File: config.mk
export PLATFORM = sky130hd
export DESIGN_NAME = seg7_scan2
export DESIGN_NICKNAME = d
export VERILOG_FILES = /design/src/rtl/seg7_pkg.sv /design/src/rtl/seg7_dec.sv /design/src/rtl/seg7_scan2.sv
export SDC_FILE = /design/constraint.sdc
export NUM_CORES = 1
export LEC_CHECK = 0
export ABC_AREA = 1
export CAP_MARGIN = 5
export CELL_PAD_IN_SITES_DETAIL_PLACEMENT = 0
export CELL_PAD_IN_SITES_GLOBAL_PLACEMENT = 2
export CORE_MARGIN = 5
export CORE_UTILIZATION = 32
export DETAILED_ROUTE_END_ITERATION = 10
export PLACE_DENSITY_LB_ADDON = 0.05
export SYNTH_ARGS = -nofsm -noshare
export SYNTH_HDL_FRONTEND = slang
export SYNTH_SLANG_ARGS = --single-unit
File: constraint.sdc
create_clock -name clki -period 2.25 [get_ports clki]
set_input_delay 0.45 -clock clki [delete_from_list [all_inputs] [get_ports clki]]
set_output_delay 0.45 -clock clki [all_outputs]
set_load 0.05 [all_outputs]
File: src/rtl/seg7_pkg.sv
// Shared glyphs, defaults and slot type for the two-digit multiplexed 7-segment scanner.
// Glyphs are active-low {g,f,e,d,c,b,a}.
package seg7_pkg;

  localparam int DEF_REFRESH_DIV = 50000;
  localparam int DEF_BLINK_SLOTS = 250;

  localparam logic [6:0] GLYPH_0     = 7'b1000000;
  localparam logic [6:0] GLYPH_1     = 7'b1111001;
  localparam logic [6:0] GLYPH_2     = 7'b0100100;
  localparam logic [6:0] GLYPH_3     = 7'b0110000;
  localparam logic [6:0] GLYPH_4     = 7'b0011001;
  localparam logic [6:0] GLYPH_5     = 7'b0010010;
  localparam logic [6:0] GLYPH_6     = 7'b0000010;
  localparam logic [6:0] GLYPH_7     = 7'b1111000;
  localparam logic [6:0] GLYPH_8     = 7'b0000000;
  localparam logic [6:0] GLYPH_9     = 7'b0010000;
  localparam logic [6:0] GLYPH_DASH  = 7'b0111111;
  localparam logic [6:0] GLYPH_BLANK = 7'b1111111;

  typedef enum logic {
    SLOT_UNITS = 1'b0,
    SLOT_TENS  = 1'b1
  } slot_e;

endpackage

File: src/rtl/seg7_dec.sv
// BCD to active-low 7-segment decoder; values above 9 show a dash.
// Purely combinational, no backpressure.
module seg7_dec
  import seg7_pkg::*;
(
  input  logic [3:0] bcd,
  output logic [6:0] seg
);

  always_comb begin
    seg = GLYPH_DASH;
    case (bcd)
      4'd0:    seg = GLYPH_0;
      4'd1:    seg = GLYPH_1;
      4'd2:    seg = GLYPH_2;
      4'd3:    seg = GLYPH_3;
      4'd4:    seg = GLYPH_4;
      4'd5:    seg = GLYPH_5;
      4'd6:    seg = GLYPH_6;
      4'd7:    seg = GLYPH_7;
      4'd8:    seg = GLYPH_8;
      4'd9:    seg = GLYPH_9;
      default: seg = GLYPH_DASH;
    endcase
  end

endmodule

File: src/rtl/seg7_scan2.sv
// Two-digit scanned 7-segment driver with shadow digits, ghost guard, leading-zero blank and blink.
// Outputs registered (1-cycle latency from internal state); free-running, no backpressure.
module seg7_scan2
  import seg7_pkg::*;
#(
  parameter int REFRESH_DIV = DEF_REFRESH_DIV,
  parameter int BLINK_SLOTS = DEF_BLINK_SLOTS
) (
  input  logic       clki,
  input  logic       rs,
  input  logic [3:0] led1,
  input  logic [3:0] led2,
  input  logic       load,
  input  logic       blank_lz,
  input  logic       blink,
  output logic [6:0] seg,
  output logic [1:0] dig,
  output logic       digit_err
);

  localparam int CW = (REFRESH_DIV > 1) ? $clog2(REFRESH_DIV) : 1;
  localparam int BW = (BLINK_SLOTS > 1) ? $clog2(BLINK_SLOTS) : 1;
  localparam logic [CW-1:0] CNT_LAST  = CW'(REFRESH_DIV - 1);
  localparam logic [BW-1:0] BCNT_LAST = BW'(BLINK_SLOTS - 1);

  logic [CW-1:0] cnt_q, cnt_d;
  logic [BW-1:0] bcnt_q, bcnt_d;
  slot_e         slot_q, slot_d;
  logic          phase_q, phase_d;
  logic [3:0]    sh1_q, sh1_d, sh2_q, sh2_d;
  logic [6:0]    seg_q, seg_d;
  logic [1:0]    dig_q, dig_d;
  logic          err_q, err_d;

  logic          wrap;
  logic          off;
  logic [3:0]    cur_digit;
  logic [6:0]    dec_seg;

  seg7_dec u_dec (
    .bcd (cur_digit),
    .seg (dec_seg)
  );

  always_comb begin
    wrap    = (cnt_q == CNT_LAST);
    cnt_d   = wrap ? '0 : cnt_q + 1'b1;
    slot_d  = slot_q;
    bcnt_d  = bcnt_q;
    phase_d = phase_q;
    if (wrap) begin
      slot_d = (slot_q == SLOT_UNITS) ? SLOT_TENS : SLOT_UNITS;
      if (bcnt_q == BCNT_LAST) begin
        bcnt_d  = '0;
        phase_d = ~phase_q;
      end else begin
        bcnt_d = bcnt_q + 1'b1;
      end
    end

    sh1_d = load ? led1 : sh1_q;
    sh2_d = load ? led2 : sh2_q;

    // Display path reads only the shadows, so a load lands whole on the next frame.
    cur_digit = (slot_q == SLOT_TENS) ? sh2_q : sh1_q;
    off = (cnt_q == '0)
        | (blink & ~phase_q)
        | ((slot_q == SLOT_TENS) & blank_lz & (sh2_q == 4'd0));

    dig_d = off ? 2'b11 : ((slot_q == SLOT_TENS) ? 2'b01 : 2'b10);
    seg_d = off ? GLYPH_BLANK : dec_seg;
    err_d = (sh1_q > 4'd9) | (sh2_q > 4'd9);
  end

  always_ff @(posedge clki) begin
    if (rs) begin
      cnt_q   <= '0;
      bcnt_q  <= '0;
      slot_q  <= SLOT_UNITS;
      phase_q <= 1'b1;
      sh1_q   <= 4'd0;
      sh2_q   <= 4'd0;
      seg_q   <= GLYPH_BLANK;
      dig_q   <= 2'b11;
      err_q   <= 1'b0;
    end else begin
      cnt_q   <= cnt_d;
      bcnt_q  <= bcnt_d;
      slot_q  <= slot_d;
      phase_q <= phase_d;
      sh1_q   <= sh1_d;
      sh2_q   <= sh2_d;
      seg_q   <= seg_d;
      dig_q   <= dig_d;
      err_q   <= err_d;
    end
  end

  assign seg       = seg_q;
  assign dig       = dig_q;
  assign digit_err = err_q;

endmodule

=== Word level (Yosys, flattened, before mapping) ===
Memory sizes are Yosys's and may differ from the RTL's. A register that Yosys moved wholly into a read port is not among the register bits.
Index checks and enable logic that the tools add are counted.

* Word-level logic and storage cells: 31
* Bits in read-only memories: 112
* Memories: 1
* Bits in registers: 37
* Bits of input ports: 13
* Output and inout bits: 10

{| class="wikitable"
|+ Memories
! name !! words !! width !! read ports !! clocked after Yosys merged registers in !! wr ports !! RTL line !! text
|-
| (no name shown) || 16 || 7 || 1 || 1 || 0 || seg7_dec.sv:12 || <nowiki>case (bcd)</nowiki>
|}

* Equal/unequal tests: 2
* Bitwise logic cells: 7
* Reductions and logical operators: 5
* Muxes and demuxes: 4
* Add/sub/neg operators: 2
* $lt $le $gt $ge: 2

{| class="wikitable"
|+ Operators by type and width
! cell !! number
|-
| $add 16x1->16 const B || 1
|-
| $eq 16x16->1 const B || 1
|-
| $logic_not 16->1 || 1
|-
| $add 8x1->8 const B || 1
|-
| $eq 8x8->1 const B || 1
|-
| $gt 4x4->1 const B || 2
|-
| $mux 8 || 1
|-
| $logic_not 4->1 || 1
|-
| $mux 4 || 1
|-
| $reduce_or 2->1 || 2
|-
| $and 1x1->1 || 3
|-
| $or 1x1->1 || 3
|-
| $mux 2 || 1
|-
| $reduce_and 2->1 || 1
|-
| $mux 1 || 1
|-
| $not 1->1 || 1
|}

=== Depth between registers and ports, before layout ===
Gate-level depths: netlist of the first run.

* Depth in word-level cells: 5
* Depth in mapped cells: 9
* Mapped depth without buffers: 9

=== Modules after synthesis ===
From an unflattened synthesis of the first run, not the netlist that was laid out.

* Cells, all modules: 330
* Area total of the unflattened synthesis: 2,279.7 µm²

{| class="wikitable"
|+ By module, submodules not included
! module !! cells each !! area an instance (µm²) !! seq. area each (µm²) !! times used
|-
| seg7_scan2 || 295 || 2,092.0 || 880.8 || 1
|-
| seg7_dec || 35 || 187.7 || 0.0 || 1
|}

=== Least setup slack after synthesis of the first run ===
No wires, ideal clock.

* Path type: reg-to-reg
* Start: register slot_q
* End: register seg_q[5] (netlist: seg[5])
* Data required time: 2.118 ns
* Period minus slack after synthesis: 1.641 ns
* Path slack: 0.609 ns
* Arrival time: 1.509 ns
* Stages on the path, launching flop included: 8
* Library setup time: 0.132 ns
* Buffers on the path: 1
* Cell sequence: dfxtp_1 -> buf_6 -> o21ai_0 -> inv_1 -> ha_1 -> or2_2 -> o211ai_1 -> nand3_1

* Longest elaborated chain between the ends: 4
* Elaborated cells between the ends (all ways): 5
* Those cells by class: mux (1); bitwise (3); reduce/logical (1)

{| class="wikitable"
|+ Ends and longest elaborated chain
! what !! RTL line !! text
|-
| start: declaration || seg7_scan2.sv:28 || <nowiki>slot_e slot_q, slot_d;</nowiki>
|-
| start signal: assignment || seg7_scan2.sv:89 || <nowiki>slot_q <= slot_d;</nowiki>
|-
| $and 1x1->1 (2 in a row) || seg7_scan2.sv:68 || <nowiki>| ((slot_q == SLOT_TENS) & blank_lz & (sh2_q == 4'd0));</nowiki>
|-
| $or 1x1->1 || seg7_scan2.sv:68 ||
|-
| $reduce_or 2->1 (no line) || -- ||
|-
| end: declaration || seg7_scan2.sv:31 || <nowiki>logic [6:0] seg_q, seg_d;</nowiki>
|}

Parallel ways exist; a longest one is shown, timed or not.
A chain may end at the register's enable or synchronous reset.

=== Worst setup path after layout of the first run ===
* Start: register seg_q[5] (netlist: seg[5])
* End: output seg[5]

{| class="wikitable"
|+ RTL lines
! what !! RTL line !! text
|-
| end: declaration || seg7_scan2.sv:16 || <nowiki>output logic [6:0] seg,</nowiki>
|}

No word-level cell between the ends.

==> key figures, run 1 <==
Clock tree
  – Post-CTS sizing: 0
  – Post-CTS setup buffers: 0
  – Hold buffer count at CTS: 0
  – CTS Buf Count: 5
  – CTS sink cnt: 44
  – H-tree levels: 2
  – Root buffer cell: clkbuf_8
  – Worst-path clk slew: 0.08 ns
  – CTS tree: done
  – Clk_lat worst skew: ~0.29 ns
  – CTS Buffer Depth: 2

Finish
  – Layout area overhead: 16.9%
  – Ratio of cells with drive above 1 in the final layout: ~12%
  – Fill cell count: about 840
  – NumNets Final: 365
  – Layout Utilization: a little under two fifths
  – Finished Cell Area: roughly 2700 um^2
  – # diodes: 0

Timing
  – Clk_skew: ~0.0026 ns
  – Final Hold Violating Endpoints: 0
  – Tcrit/Tclk final: between 80% and 90%
  – Setup WS post-layout: between 0.3 and 0.4 ns
  – Min cycle time layout: 1.87 ns
  – Total Neg Setup Slack: 0 ns
  – Final setup violation count: 0
  – RSZ-0062 raised after global routing: false
  – Worst-Margin Slew: ~0.55 ns
  – FMAX: 534 MHz
  – Pins Over Slew Limit: 0
  – Worst relative slew slack: a little over three fifths

Power
  – Total Power: about 1.5 mW
  – Leakage: roughly 1.0 nW
  – Maximum VDD drop: around 0.3 mV
  – PwrDens: roughly 560 nW/um^2

Routing
  – DRT Pass-1 Iters: 4
  – Wire per inst: ~12 um
  – DRC Markers: 0
  – DR iter-0 viols: between 40 and 50
  – Vias per cell: approximately 4.5
  – Vias: ~2.0k
  – Post-route antenna net violation count: 0
  – Routed wire length: 5400 um

Floorplan
  – Die area: 9030 um^2
  – Starting density of the core: between 30% and 40%
  – Num rows: 31
  – IO Count: 23
  – Die width: approximately 95 um
  – Core area: about 7100 um^2
  – Die span in y: roughly 95 um

Setup path
  – CP endpoint kind: output pin
  – Critical Path Slowest Stage Cell: clkdlybuf4s50_1
  – CP max FO: 1
  – CP Class: flop to output pin
  – Cell chain of the critical path: clkdlybuf4s50_1
  – WP data required: around 1.8 ns
  – Max incr delay on CP: 0.80 ns
  – Critical Path AT: approximately 1.4 ns
  – Critical Path Start Type: flop
  – CP top delay family: buffers and inverters
  – CP Buf/Inv Count: 1

GRT
  – Number of global-route vias before repair: a little under 2k
  – Antenna violations before repair: 0
  – Total grt overflow: 0
  – Aggregate global-route resource usage: a little over an eighth
  – Largest net degree at the start of global routing: 18
  – First-pass GRT wire length: ~9400 um

Placement
  – # port buffers: 22
  – Routability cong.: about 0.79
  – Place WS: around 0.38 ns
  – DP Area: approximately 2600 um^2
  – HPWL Detailed: between 4000 and 5000 um

Logic synthesis
  – Synth unique cells: 31
  – Sequential element share of the synthesized area: roughly two fifths
  – Synthesized cell area: 2310 um^2
  – Ys Warns: 0
  – Net count of the mapped netlist: 340
  – Syn Inst Count: ~320
  – #FFs+latches synth: between 40 and 50
  – Avg Cell Area, Syn: ~7.3 um^2
  – Area contributors post-synth: dfxtp_1, nand2_1, inv_1
  – Share of the synthesized area in the top cell type: a little under two fifths
  – Dominant cell type by area after synthesis: dfxtp_1

Flow run
  – Max Cap Violations: 0

Run status
  – Outcome: finished, final reports clean

Hold path
  – Worst hold path class: flop to flop
==> layer usage <==
metal / vias up / GRT usage [%] / part of all wire, %
met3: 5 / 2.92 / 2.6
met2: 29 / 21.4 / 45
met4: 0 / 3.61 / 1.2
li1: 1080 / - / -
met5: - / 0 / 0
met1: 895 / 17.7 / 51
==> cell families (layout without fill, tap and decap cells) <==
kind of cell               count (synthesis)  count (layout)  synth area share, %
adders and majority gates                  9               9                 4.87
DFF                                       44              44                 38.1
and+or+nand+nor                          157             157                 32.8
buffers and inverters                     53              78                 9.79
AOI/OAI and AO/OA                         49              49                 12.2
xor gates and xnor gates                   6               6                 2.27
==> path summary, 6_finish.rpt <==
check,start,endpoint,slack [ns],cells past startpoint
worst max-delay path,seg[5],seg[5],0.38,1
worst min-delay path,sh2_q[3],sh2_q[3],0.49,2
worst max register to register,slot_q,seg[6],0.39,8
worst min register to register,sh2_q[3],sh2_q[3],0.49,2
==> worst min-delay path, stage by stage (launching register included) <==
cell and delay [ns]:
dfxtp_1 0.32, inv_1 0.07, a21oi_1 0.06
==> sequential cells by signal, indices dropped and copies added, names as in the netlist <==
register and flops:
sh2_q 4, slot_q 1, phase_q 1, sh1_q 4
bcnt_q 8, cnt_q 16, seg 7, dig 2
digit_err 1
==> layout make-up <==
| cell class | instances | area, um^2 | share of cell area [%] |
|---|---|---|---|
| clock buffer | 5 | 68.8 | 2.54 |
| clock inverter | 2 | 12.5 | 0.463 |
| inverter | 47 | 178 | 6.57 |
| multi-input combinational | 221 | 1210 | 44.6 |
| sequential | 44 | 881 | 32.6 |
| tap | 99 | 124 | 4.58 |
| timing repair buffer | 24 | 235 | 8.70 |
==> Yosys cell counts, drive strengths merged <==
cell,n
a21oi,22
buf,3
clkbuf,3
clkinv,1
dfxtp,44
ha,9
inv,46
nand2,57
nand3,34
nand4,11
nor2,47
nor3,6
o211ai,2
o21ai,24
o22ai,1
or2,2
xor2,6
==> where the power goes <==
part           leakage (nW)  switching, mW  total (mW)  internal [mW]
combinational         0.641          0.132       0.211         0.0789
clock                0.0400          0.274       0.484          0.211
sequential            0.359         0.0163       0.824          0.808
total                  1.04          0.422        1.52           1.10
==> metrics by stage <==
step	hold WS (ns)	instances
finish	0.488	442
detailed placement	0.483	435
floorplan	0.444	318
global placement	0.475	435
global route	0.517	442
CTS	0.495	442
==> cells in the final DEF, fill, tap and decap left out <==
| cell type | netlist | final |
|---|---|---|
| nor2_2 | 7 | 7 |
| xor2_1 | 6 | 6 |
| buf_4 | 0 | 2 |
| o21ai_2 | 3 | 3 |
| a21oi_1 | 17 | 17 |
| nand3_2 | 2 | 2 |
| clkdlybuf4s50_1 | 0 | 22 |
| o21ai_1 | 2 | 2 |
| nand2_4 | 2 | 2 |
| nor2_4 | 4 | 4 |
| nand4_1 | 11 | 11 |
| dfxtp_1 | 44 | 44 |
| a21oi_2 | 5 | 5 |
| or2_1 | 1 | 1 |
| nor3_1 | 5 | 5 |
| nand2_2 | 4 | 4 |
| nand2_1 | 51 | 51 |
| clkbuf_8 | 0 | 5 |
| inv_2 | 3 | 3 |
| o22ai_1 | 1 | 1 |
| or2_2 | 1 | 1 |
| nor3_2 | 1 | 1 |
| o21ai_0 | 19 | 19 |
| ha_1 | 9 | 9 |
| nor2_1 | 36 | 36 |
| nand3_1 | 32 | 32 |
| clkinvlp_4 | 0 | 1 |
| inv_1 | 43 | 43 |
| o211ai_1 | 2 | 2 |
| clkinv_2 | 1 | 2 |
Power figures use the tool's default switching activity.
==> run 2: changes to the inputs <==
clock period = 1.8 ns   (was 2.25 ns; I/O delays follow)
==> run 2 against run 1 <==
Against the previous run:
- register-to-register slack worse by 0.24 ns
- final cell count rose by 1.4%
- combinational power grew 25%
- via count is 1.5% lower
- routed wire length up 1.7%
- die area is the same
- highest routed layer unchanged
- worst setup slack lost 0.23 ns
- non-clock buffer count up 6
- first-iteration DRC count up 27%
- core utilization up 0.28 points
- sequential power increased by 25%
==> key figures, run 2 (synthesis gave the netlist of run 1 again) <==
Clock tree
  – Hold buffer count at CTS: 0 (unchanged)
  – Clk_lat worst skew: 0.30 ns (about the same)
  – H-tree levels: 2 (unchanged)
  – CTS Buf Count: 5 (unchanged)
  – Root buffer cell: clkbuf_8
  – CTS tree: done
  – Post-CTS sizing: 0 (unchanged)
  – Post-CTS setup buffers: 0 (unchanged)
  – CTS sink cnt: 44 (unchanged)
  – Worst-path clk slew: 0.08 ns (about the same)
  – CTS Buffer Depth: 2 (unchanged)

Finish
  – Layout area overhead: 17.8%
  – # diodes: 0 (unchanged)
  – Most common library cell in the layout ignoring fill and taps: nand2_1
  – Reg with most FFs: cnt_q
  – NumNets Final: 371 (+1.6%)
  – Commonest cells after routing, fill and taps aside: nand2_1, dfxtp_1, inv_1, nor2_1, nand3_1
  – Fill cell count: 803 (-4.1%)
  – Ratio of cells with drive above 1 in the final layout: 16.6% (+4.4 points)
  – Max reg flops: 16 (unchanged)

Power
  – Switching share of power: 28.2% (+0.46 points)
  – Int Power: 1.37 mW (+25%)
  – Sequential share of power: 53.9% (-0.3 points)
  – PwrDens: 701 nW/um^2 (+25%)
  – Power share of the clock group: 32.3% (+0.4 points)
  – Switch Pwr: 539 uW (+28%)
  – Leakage: 1.07 nW (+3.2%)
  – Combinational share of power: 13.8% (about the same)
  – Maximum VDD drop: 0.250 mV (-17%)

Setup path
  – Critical Path Slowest Stage Cell: dfxtp_1
  – Critical path launch point: slot_q
  – CP Buf/Inv Count: 2 (+1)
  – CP endpoint kind: flop
  – RR Startpoint: slot_q
  – Worst r2r dst: seg[5]
  – Critical Path AT: 1.82 ns (+0.40 ns)
  – Critical Path End: seg[5]
  – CP top delay family: simple AND/OR/NAND/NOR gates
  – WP data required: 1.97 ns (+0.17 ns)
  – CP Class: flop to flop
  – Path length in cells of the critical path: 8 (+7)
  – R2R cell count: 8 (unchanged)
  – Critical Path Start Type: flop
  – FF-to-FF setup slack: 0.15 ns (-0.24 ns)
  – CP max FO: 5 (+4)
  – Max incr delay on CP: 0.35 ns (-0.45 ns)
  – Cell chain of the critical path: inv_2, or2_1, o21ai_2, inv_1, ha_1, or2_2, o211ai_1, nand3_1

Placement
  – Routability cong.: 0.741 (-6.5%)
  – HPWL Detailed: 4290 um (+2.4%)
  – # port buffers: 22 (unchanged)
  – Place WS: 0.142 ns (-0.240 ns)

Routing
  – Routed wire length: 5490 um (+1.7%)
  – Post-route antenna net violation count: 0 (unchanged)
  – DR iter-0 viols: 62 (+27%)
  – DRT Pass-1 Iters: 4 (unchanged)
  – Uppermost layer routed: met4
  – Metal3 WL: 107 um (-25%)
  – Vias: 1979 (-1.5%)
  – Wire per inst: 12.3 um (+0.31%)
  – DRC Markers: 0 (unchanged)
  – Met2 WL: 2470 um (+1.1%)
  – Vias per cell: 4.42 (-2.8%)
  – Met1 WL: 2840 um (+3.4%)

Timing
  – Setup WS post-layout: 0.151 ns (-0.227 ns)
  – FMAX: between 600 and 700 MHz
  – Tcrit/Tclk final: slightly above 90%
  – Final Hold Violating Endpoints: 0 (unchanged)
  – Clk_skew: 0.00553 ns (+0.00290 ns)
  – Final setup violation count: 0 (unchanged)
  – Total Neg Setup Slack: 0 ns (unchanged)
  – Worst-Margin Slew: 0.341 ns (-0.208 ns)
  – RSZ-0062 raised after global routing: false
  – Worst relative slew slack: 77.1% (+14 points)
  – Pins Over Slew Limit: 0 (unchanged)
  – Min cycle time layout: between 1.5 and 2 ns

GRT
  – Largest net degree at the start of global routing: 18 (unchanged)
  – Total grt overflow: 0 (unchanged)
  – Antenna violations before repair: 0 (unchanged)
  – Aggregate global-route resource usage: 13.1% (-0.096 points)
  – First-pass GRT wire length: 9240 um (-1.9%)
  – Number of global-route vias before repair: 1926 (-1.3%)

Floorplan
  – IO Count: 23 (unchanged)
  – Die span in y: 95.0 um (unchanged)
  – Core area: 7140 um^2 (unchanged)
  – Die area: 9030 um^2 (unchanged)
  – Starting density of the core: 32.4% (unchanged)
  – Num rows: 31 (unchanged)
  – Die width: 95.0 um (unchanged)

Run status
  – Outcome: finished, final reports clean

Hold path
  – Worst hold path class: flop to flop

Flow run
  – Max Cap Violations: 0 (unchanged)
[run 2: final cells by class]
type	count	area, um^2	share of cell area (%)
Clock buffer	5	68.8	2.53
Multi-Input combinational cell	221	1210	44.3
Tap cell	99	124	4.55
Timing Repair Buffer	30	255	9.37
Inverter	47	178	6.52
Sequential cell	44	881	32.3
Clock inverter	2	12.5	0.459
[run 2: worst register-to-register path, delay by kind of cell, from the launching register on]
kind	cells	cell delay, ns
compound gates	2	0.19
fa+ha+maj	1	0.21
buf+inv	2	0.17
flops	1	0.35
simple gates	3	0.60
[run 2: metrics by stage]
step	hold WS [ns]	instances	utilization [%]	area (um^2)	total power, mW
finish	0.480	448	38.2	2730	1.91
global route	0.520	448	38.2	2730	2.02
global placement	0.455	441	37.0	2640	1.32
CTS	0.482	448	38.2	2730	1.95
floorplan	0.444	318	-	2310	1.22
detailed placement	0.466	441	37.0	2640	1.32
[run 2: worst min-delay path by stage]
stage	end	slack, ns	cells past startpoint	from
finish	dig[0]	0.48	2	slot_q
global route	slot_q	0.52	2	slot_q
CTS	dig[0]	0.48	2	slot_q
detailed placement	dig[0]	0.47	2	slot_q
global placement	dig[0]	0.45	2	slot_q
floorplan	sh2_q[3]	0.44	2	sh2_q[3]
[run 2: layer usage]
| layer | track usage (%) | vias up |
|---|---|---|
| li1 | - | 1087 |
| met1 | 18.2 | 865 |
| met2 | 20.4 | 22 |
| met3 | 2.60 | 5 |
| met4 | 4.33 | 0 |
| met5 | 0 | - |
[run 2: power by group through the flow]
stage	Sequential [mW]	Combinational, mW	Clock (mW)
2_1_floorplan	1.12	0.106	0
3_3_place_gp	1.05	0.270	0
3_5_place_dp	1.05	0.268	0
4_1_cts	1.03	0.268	0.650
5_1_grt	1.03	0.291	0.690
6_report	1.03	0.264	0.616
==> run 3: changes to the inputs <==
CORE_UTILIZATION = 29   (was 32)
CTS_CLUSTER_DIAMETER = 50   (was default)
clock period = 1.4 ns   (was 1.8 ns; I/O delays follow)
==> run 3 against run 2 <==
Against the previous run:
- the run now ends with setup timing left
- critical endpoint unchanged
- sequential cell count unchanged
- clock power up 41%
- critical path depth unchanged
- power up 41%
- worst setup slack worse by 0.19 ns
- die area up 9.2%
- largest cell class unchanged
- combinational power up 87%
==> key figures, run 3 (synthesis gave the netlist of run 1 again) <==
Run status
  – Outcome: complete, but fails checks
  – Failing checks: setup timing

Timing
  – RSZ-0062 raised after global routing: true
  – Total Neg Setup Slack: -0.0793 ns (-0.0793 ns)
  – Final Hold Violating Endpoints: 0 (unchanged)
  – Setup WS post-layout: -0.0348 ns (-0.186 ns)
  – FMAX: 697 MHz (+15%)
  – Worst relative slew slack: 72.0% (-5.0 points)
  – Fin Hold WS: 0.479 ns (-0.00113 ns)
  – Min cycle time layout: 1.43 ns (-0.214 ns)
  – Pins Over Slew Limit: 0 (unchanged)
  – Tcrit/Tclk final: 102% (+11 points)
  – Final setup violation count: 5 (+5)
  – Clk_skew: 0.00350 ns (-0.00204 ns)
  – Worst-Margin Slew: 0.417 ns (+0.0751 ns)

GRT
  – Aggregate global-route resource usage: 12.3% (-0.87 points)
  – First-pass GRT wire length: 9720 um (+5.2%)
  – Antenna violations before repair: 0 (unchanged)
  – Largest net degree at the start of global routing: 15 (-3)
  – Total grt overflow: 0 (unchanged)
  – Number of global-route vias before repair: 2070 (+7.5%)

Finish
  – Max reg flops: 16 (unchanged)
  – Ratio of cells with drive above 1 in the final layout: 34.6% (+18 points)
  – # diodes: 0 (unchanged)
  – NumNets Final: 411 (+11%)
  – Layout area overhead: 48.6%
  – Reg with most FFs: cnt_q
  – Commonest cells after routing, fill and taps aside: nand2_1, buf_4, inv_1, dfxtp_1, nor2_1
  – Most common library cell in the layout ignoring fill and taps: nand2_1
  – Fill cell count: 799 (-0.50%)

Floorplan
  – Die span in y: 99.3 um (+4.5%)
  – Die width: 99.3 um (+4.5%)
  – Core area: 7770 um^2 (+8.8%)
  – Die area: 9860 um^2 (+9.2%)
  – IO Count: 23 (unchanged)
  – Starting density of the core: 29.8% (-2.6 points)
  – Num rows: 32 (+3.2%)

Clock tree
  – CTS Buf Count: 5 (unchanged)
  – CTS tree: done
  – H-tree levels: 2 (unchanged)
  – CTS Buffer Depth: 2 (unchanged)
  – Clk_lat worst skew: 0.30 ns (about the same)
  – CTS sink cnt: 44 (unchanged)
  – Hold buffer count at CTS: 0 (unchanged)
  – Worst-path clk slew: 0.09 ns (about the same)
  – Root buffer cell: clkbuf_8

Power
  – Power share of the clock group: 32.2% (about the same)
  – Switch Pwr: 759 uW (+41%)
  – Leakage: 1.39 nW (+29%)
  – PwrDens: 786 nW/um^2 (+12%)
  – Combinational share of power: 18.3% (+4.5 points)
  – Sequential share of power: 49.5% (-4.4 points)
  – Int Power: 1.94 mW (+42%)
  – Switching share of power: 28.1% (-0.17 points)
  – Maximum VDD drop: 0.372 mV (+49%)

Setup path
  – WP data required: 1.59 ns (-0.38 ns)
  – R2R cell count: 8 (unchanged)
  – Critical Path AT: 1.62 ns (-0.20 ns)
  – CP endpoint kind: flop
  – CP max FO: 6 (+1)
  – CP Class: flop to flop
  – Critical Path Start Type: flop

Routing
  – Routed wire length: 6050 um (+10%)
  – Vias per cell: 4.47 (+1.2%)
  – DR iter-0 viols: 57 (-8.1%)
  – Wire per inst: 12.3 um (+0.45%)
  – DRT Pass-1 Iters: 4 (unchanged)
  – Post-route antenna net violation count: 0 (unchanged)
  – Vias: 2199 (+11%)
  – DRC Markers: 0 (unchanged)

Hold path
  – Worst hold path class: flop to flop
  – Worst hold stages: 2 (unchanged)

Placement
  – HPWL Detailed: 4550 um (+6.3%)
  – Place WS: -0.253 ns (-0.395 ns)
  – # port buffers: 22 (unchanged)
  – Routability cong.: 0.767 (+3.4%)

Flow run
  – Max Cap Violations: 0 (unchanged)
[run 3: layer usage]
metal	track usage, %	share of wire (%)
met4	3.47	0.99
met1	16.0	48
met5	0	0
met2	20.5	48
met3	2.52	3.0
[run 3: cell type report]
class	instances	area [um^2]	area share (%)
Timing Repair Buffer	69	731	21.3
Inverter	47	186	5.42
Tap cell	102	128	3.71
Clock inverter	2	15.0	0.437
Multi-Input combinational cell	222	1410	40.9
Clock buffer	6	82.6	2.40
Sequential cell	44	891	25.9
[run 3: per-stage QoR]
stage	utilization [%]	area [um^2]	cells	power [mW]
after CTS	41.0	3180	484	2.70
final	44.3	3440	492	2.70
after detailed placement	39.4	3060	476	1.82
after floorplan	-	2330	318	1.58
after global routing	44.3	3440	492	2.84
after global placement	39.4	3060	476	1.82
[run 3: worst paths after layout]
path,start,slack [ns],end
max,slot_q,-0.03,seg[5]
min,sh2_q[3],0.48,digit_err
max reg2reg,slot_q,-0.03,seg[5]
min reg2reg,sh2_q[3],0.48,digit_err
[run 3: what timing repair did]
item / 4_1_cts / 5_1_grt
pin swaps: 5 / 16
gates cloned: 0 / 2
resized for setup: 8 / 47
buffers inserted: 0 / 6
setup endpoints to repair: 29 / 33
[run 3: critical path, cell delays in order, from the launching register on]
cell,delay (ns)
dfxtp_4,0.39
inv_4,0.03
or2_1,0.21
o21ai_2,0.08
inv_2,0.08
ha_4,0.15
or2_4,0.22
o211ai_1,0.08
nand3_1,0.09
[run 3: power groups by stage]
stage	sequential [mW]	combinational (mW)	clock (mW)
after CTS	1.34	0.459	0.903
final	1.34	0.494	0.870
after global routing	1.34	0.535	0.960
after detailed placement	1.37	0.452	0
after floorplan	1.44	0.140	0
after global placement	1.36	0.458	0
